File: src/rtl/traceback_unit.sv
// Viterbi survivor-path traceback: stores per-step decisions in a 2*TB_LEN ring,
// traces back from the newest step and emits one TB_LEN-bit block oldest-first.
module traceback_unit #(
   parameter int TB_LEN = 32
) (
   input  logic        clk,
   input  logic        rst,
   input  logic        dec_valid,
   input  logic [15:0] dec_in,
   output logic        dec_ready,
   output logic        bit_out,
   output logic        bit_valid,
   output logic        busy
);

   localparam int DEPTH = 2 * TB_LEN;
   localparam int AW    = $clog2(DEPTH);
   localparam int TW    = $clog2(DEPTH + 1);
   localparam int BW    = $clog2(TB_LEN + 1);
   localparam int OW    = $clog2(TB_LEN);

   localparam logic [TW-1:0] TOT_FULL = TW'(DEPTH);
   localparam logic [TW-1:0] TOT_HALF = TW'(TB_LEN);
   localparam logic [BW-1:0] BLK_FULL = BW'(TB_LEN);
   localparam logic [OW-1:0] OUT_LAST = OW'(TB_LEN - 1);

   typedef enum logic [1:0] {
      S_FILL   = 2'd0,
      S_TRACE  = 2'd1,
      S_OUTPUT = 2'd2
   } state_t;

   state_t          r_state;
   state_t          w_state_nxt;
   logic [15:0]     r_mem [DEPTH];
   logic [AW-1:0]   r_wr_ptr;
   logic [AW-1:0]   w_wr_ptr_nxt;
   logic [TW-1:0]   r_total;
   logic [TW-1:0]   w_total_nxt;
   logic [BW-1:0]   r_blk;
   logic [BW-1:0]   w_blk_nxt;
   logic [AW-1:0]   r_addr;
   logic [3:0]      r_s;
   logic [15:0]     r_rd_data;
   logic [TW-1:0]   r_tcnt;
   logic [OW-1:0]   r_ocnt;
   logic [TB_LEN-1:0] r_lifo;
   logic            w_accept;
   logic            w_start;

   assign dec_ready = (r_state != S_TRACE) && (r_blk < BLK_FULL);
   assign w_accept  = dec_valid && dec_ready;
   assign bit_valid = (r_state == S_OUTPUT);
   assign bit_out   = bit_valid && r_lifo[0];
   assign busy      = (r_state == S_TRACE) || (r_state == S_OUTPUT);

   // The first TB_LEN writes after reset only prime the training window, so
   // blk_cnt starts counting once total_cnt has reached TB_LEN.
   assign w_wr_ptr_nxt = w_accept ? r_wr_ptr + 1'b1 : r_wr_ptr;
   assign w_total_nxt  = (w_accept && r_total != TOT_FULL) ? r_total + 1'b1 : r_total;
   assign w_blk_nxt    = (w_accept && r_total >= TOT_HALF) ? r_blk + 1'b1 : r_blk;
   assign w_start      = (r_state == S_FILL) && (w_state_nxt == S_TRACE);

   always_comb begin
      w_state_nxt = r_state;
      case (r_state)
         S_FILL:   if (w_total_nxt == TOT_FULL && w_blk_nxt == BLK_FULL) w_state_nxt = S_TRACE;
         S_TRACE:  if (r_tcnt == TOT_FULL) w_state_nxt = S_OUTPUT;
         S_OUTPUT: if (r_ocnt == OUT_LAST) w_state_nxt = S_FILL;
         default:  w_state_nxt = S_FILL;
      endcase
   end

   // NOTE: the decision memory is deliberately not reset; every trace reads
   // only entries written since the last reset, and a reset port would stop
   // the array mapping onto RAM.
   always_ff @(posedge clk) begin
      if (!rst && w_accept) r_mem[r_wr_ptr] <= dec_in;
   end

   always_ff @(posedge clk) begin
      if (rst) begin
         r_state   <= S_FILL;
         r_wr_ptr  <= '0;
         r_total   <= '0;
         r_blk     <= '0;
         r_addr    <= '0;
         r_s       <= '0;
         r_rd_data <= '0;
         r_tcnt    <= '0;
         r_ocnt    <= '0;
         r_lifo    <= '0;
      end else begin
         r_state  <= w_state_nxt;
         r_wr_ptr <= w_wr_ptr_nxt;
         r_total  <= w_total_nxt;
         r_blk    <= w_start ? '0 : w_blk_nxt;
         case (r_state)
            S_FILL: begin
               if (w_start) begin
                  r_addr <= w_wr_ptr_nxt - 1'b1;
                  r_s    <= '0;
                  r_tcnt <= '0;
               end
            end
            S_TRACE: begin
               // Reads lead the trellis step by one cycle: step k uses the word
               // fetched in trace cycle k.
               r_tcnt <= r_tcnt + 1'b1;
               r_ocnt <= '0;
               if (r_tcnt != TOT_FULL) begin
                  r_rd_data <= r_mem[r_addr];
                  r_addr    <= r_addr - 1'b1;
               end
               if (r_tcnt != '0) begin
                  if (r_tcnt > TOT_HALF) r_lifo <= {r_lifo[TB_LEN-2:0], r_s[3]};
                  r_s <= {r_s[2:0], r_rd_data[r_s]};
               end
            end
            S_OUTPUT: begin
               r_ocnt <= r_ocnt + 1'b1;
               r_lifo <= {1'b0, r_lifo[TB_LEN-1:1]};
            end
            default: ;
         endcase
      end
   end

endmodule

File: config.mk
export PLATFORM = sky130hd
export DESIGN_NAME = traceback_unit
export DESIGN_NICKNAME = d
export VERILOG_FILES = /design/src/rtl/traceback_unit.sv
export SDC_FILE = /design/constraint.sdc
export NUM_CORES = 1
export LEC_CHECK = 0
export BUFFER_PORTS_ARGS = -buffer_cell sky130_fd_sc_hd__buf_2
export CORE_ASPECT_RATIO = 1.75
export CORE_UTILIZATION = 35
export CTS_BUF_LIST = sky130_fd_sc_hd__clkbuf_2 sky130_fd_sc_hd__clkbuf_4 sky130_fd_sc_hd__clkbuf_8
export DETAILED_ROUTE_END_ITERATION = 10
export SYNTH_ARGS = -nofsm -noshare
export SYNTH_HDL_FRONTEND = slang
export SYNTH_SLANG_ARGS = --single-unit
File: constraint.sdc
create_clock -name clk -period 4.9 [get_ports clk]
set_clock_uncertainty 0.1 [all_clocks]
set_input_delay 0.245 -clock clk [delete_from_list [all_inputs] [get_ports clk]]
set_output_delay 0.245 -clock clk [all_outputs]
set_load 0.03 [all_outputs]
==> summary.md <==
| Metric | Value |
|---|---|
| Result of the run | complete, no violations |
| Cell leakage power | 14.6 nW |
| Buffers & Inverters on Critical Path | 2 |
| Met3 usage in global routing | 2.59% |
| CTS buffer count | 151 |
| Global-route wire length before repair | 150 mm |
| Die extent in x | 269 um |
| Simple-gate share of the synthesized area | 2.84% |
| Number of warnings printed during yosys synthesis | 0 |
| Source of the worst hold timing path | dec_in[5] |
| Crit-path slowest cell | nor4bb_1 |
| Final-report setup violation count | 0 |
| Final layout net count | 2273 |
| Number of fill cells | 11000 |
| P per Cell Area | 359 mW/mm^2 |
| Crit-path max cell delay | 0.68 ns |
| GRT busiest layer | met2 |
| P&R area growth vs syn | 12.9% |
| Post-detail-place hpwl | ~59 mm |
| Final estimated routing congestion in global placement | ~0.85 |
| Synthesized Nets | 2108 |
| Setup TNS | 0 ns |
| Initial Utilization | between 30% and 40% |
| CTS H-tree depth | 4 |
| Final critical-path share of the clock period | 70.4% |
| Area of the core | 0.123 sq mm |
| Element type at the critical path end | register |
| Worst Path Required | between 5 and 6 ns |
| Avg Vias per Cell | ~5.2 |
| Area post-placement | around 0.046 sq mm |
| Total number of vias | between 20000 and 25000 |
| ANT nets after route | 0 |
| Placement row count | 170 |
| Post-route cell area | 0.0492 sq mm |
| Leading cell types by total area after synthesis | edfxtp_1 71%, mux4_2 17%, dfxtp_1 4.2%, mux2i_1 1.5%, nor2_1 1.2% |
| Buffer count from post-CTS setup fixing | 0 |
| Commonest cells after routing, fill and taps aside | 1024 x edfxtp_1, 325 x mux4_2, 152 x clkbuf_8, 145 x nor2_1 |
| Die area | around 0.13 sq mm |
| Met1 global-route usage | 17.7% |
| Data arrival time at the worst-slack endpoint | 4.06 ns |
| Post-Syn Area per Cell | approximately 21 sq um |
| Proportion of netlist area held by the largest area contributor | around 70% |
| Worst hold-check path type | in2reg |
| Critical-path cell list | inv_1 -> ha_1 -> buf_4 -> nor4bb_1 -> o2111ai_1 -> a22oi_2 -> a32o_2 -> a21o_1 -> a21oi_1 -> a311oi_1 |
| Fraction of registers with async set or reset after synthesis | 0% |
| Flip-flop cell with the highest count after synthesis | edfxtp_1 |
| Max Cap Viol | 0 |
| Maximum number of pins on one net before global-route repair | 89 |
| CP max FO | 21 |
| Actual slew at the worst max-slew pin | 1.28 ns |
| Cell chosen for the clock root | clkbuf_8 |
| Share of layout cells above drive strength 1 | 29.5% |
| Aggregate routed wire length | 102 mm |
| IO Count | 23 |
| Main combinational cell family by area after synthesis | multiplexers |
| Sinks on Clock Net | 1115 |
| Overall fraction of global-route tracks in use | 16.6% |
| Number of flops mapped to enable cells by yosys | 1024 |
| Antenna violations before repair | 3 |
| CTS clk-pin slew, worst paths | 0.07 ns |
| Dominant cell type by area after synthesis | edfxtp_1 |
| First-pass iteration count of the detailed router | 5 |
| TritonCTS clock tree | yes |
| Number of DRC violations after detailed-routing iteration 0 | 1714 |
| Mean routed wirelength per cell | 25.6 um |
| Startpoint types | register |
| Final number of max-transition violations | 0 |
| Met2 usage in global routing | 31.6% |
| Count of buffers inserted at the top-level ports | 22 |
| Compound-Gate Fraction of Synth Area | 2.14% |
| Count of unique library cells instantiated by Yosys | 60 |
| Synthesized netlist cell count | 2076 |
| Final-report hold violation count | 0 |
| Total congestion overflow after global routing | 0 |
| Source of the worst register-to-register timing path | r_state[1] |
| Multiplexer area fraction after synthesis | 18.3% |
| Number of global-route vias before repair | ~22000 |
| Worst setup margin | 1.45 ns |
| Peak clock frequency supported by timing | 290 MHz |
| Worst path top cell family by delay | compound AO/OA/AOI/OAI gates |
| Synth Cell Area | 0.0436 sq mm |
| Die height | 469 um |
| Arithmetic-cell share of the synthesized area counting full adders, half adders and majority gates | 0.373% |
| Path type of the worst setup path | reg2reg |
| Sequential share of the synthesized area | 74.8% |
| Placed Cells | about 3700 |
| Max_slew headroom | 15.0% |
| Most common cell after layout, fill and taps aside | edfxtp_1 |
| Latest clock arrival within the worst-skew pair | 0.84 ns |
| Final critical delay including setup and external delays | 3.45 ns |
| DRC violation count after routing | 0 |
| Worst-case vdd ir drop | between 150 and 200 uV |
| Post-synthesis register bit count | ~1100 |
| Critical path startpoint | r_state[1] |
| Xor and xnor fraction of the mapped netlist area | less than 1% |
| Post-Place Worst Slack | 1.50 ns |
| RSZ-0062 raised after global routing | no |
| Buffer levels on the longest clock path | 3 |
| Fin cells | between 3000 and 4000 |
power breakdown:
group	internal [W]	switching [W]	total, W
clock network	0.00352	0.00346	0.00698
registers	0.0104	0.0000121	0.0104
logic	0.0000595	0.000215	0.000275
worst register-to-register path, delay by kind of cell, from the launching register on:
kind	cells	cell delay (ns)
simple gates	1	0.68
fa+ha+maj	1	0.20
flops	1	0.40
buf+inv	2	0.32
compound gates	6	1.61
per-layer routing:
layer | vias to the layer above | part of all wire (%)
met3 | 205 | 4.0
met4 | 0 | 4.3
li1 | 8977 | -
met2 | 581 | 57
met1 | 11100 | 35
met5 | - | 0
path summary, 6_finish.rpt:
check | end | slack, ns | cells after the start
setup reg to reg | r_addr[3] | 1.45 | 10
hold reg to reg | r_rd_data[7] | 0.37 | 2
hold / removal | r_mem[53][5] | 0.1 | 1
setup / recovery | r_addr[3] | 1.45 | 10
cell usage after synthesis, types with 13 or more instances:
cell type and number:
o21ai_0 31, mux2i_1 65, a211oi_1 35, nor2_1 145, dfxtp_1 91, edfxtp_1 1024
nand2_1 31, nand3_1 15, a21oi_1 46, clkbuf_1 77, buf_1 34, ha_1 13
mux4_2 325, inv_1 13
layout make-up:
| class | instances | area [sq um] | area share (%) |
|---|---|---|---|
| flip-flops and latches | 1115 | 32600 | 66.3 |
| multi-input cells | 833 | 10500 | 21.4 |
| clock buffers | 196 | 2420 | 4.93 |
| well taps | 1634 | 2040 | 4.16 |
| repair buffers | 127 | 1020 | 2.07 |
| clock inverters | 73 | 510 | 1.04 |
| inverters | 13 | 48.8 | 0.0992 |
| diodes | 1 | 2.50 | 0.00509 |
logic make-up (layout without fill, tap and decap cells):
| group | after synthesis | count (layout) |
|---|---|---|
| compound gates | 146 | 146 |
| xor+xnor | 20 | 20 |
| fa+ha+maj | 13 | 13 |
| buf+inv | 128 | 409 |
| flops | 1115 | 1115 |
| mux | 392 | 392 |
| other cells | 0 | 1 |
| simple gates | 262 | 262 |
repair_timing:
item,CTS,global route
resized for setup,0,0
endpoints found under the hold margin,556,0
hold buffers,12,0
sequential cells by signal (all words and copies together) (netlist names), 6 cells and up:
| register | cells |
|---|---|
| r_addr | 6 |
| r_blk | 6 |
| r_lifo | 32 |
| r_mem | 1024 |
| r_rd_data | 16 |
| r_tcnt | 7 |
| r_total | 7 |
| r_wr_ptr | 6 |
through the flow:
stage                     total power, W  utilization (%)  hold slack, ns
after floorplan                   0.0107                -           0.244
after global placement            0.0109             37.5           0.348
after detailed placement          0.0109             37.5           0.358
after CTS                         0.0178             40.0          0.0563
after global routing              0.0182             40.0           0.110
final                             0.0177             40.0          0.0975
Power figures use the tool's default switching activity.
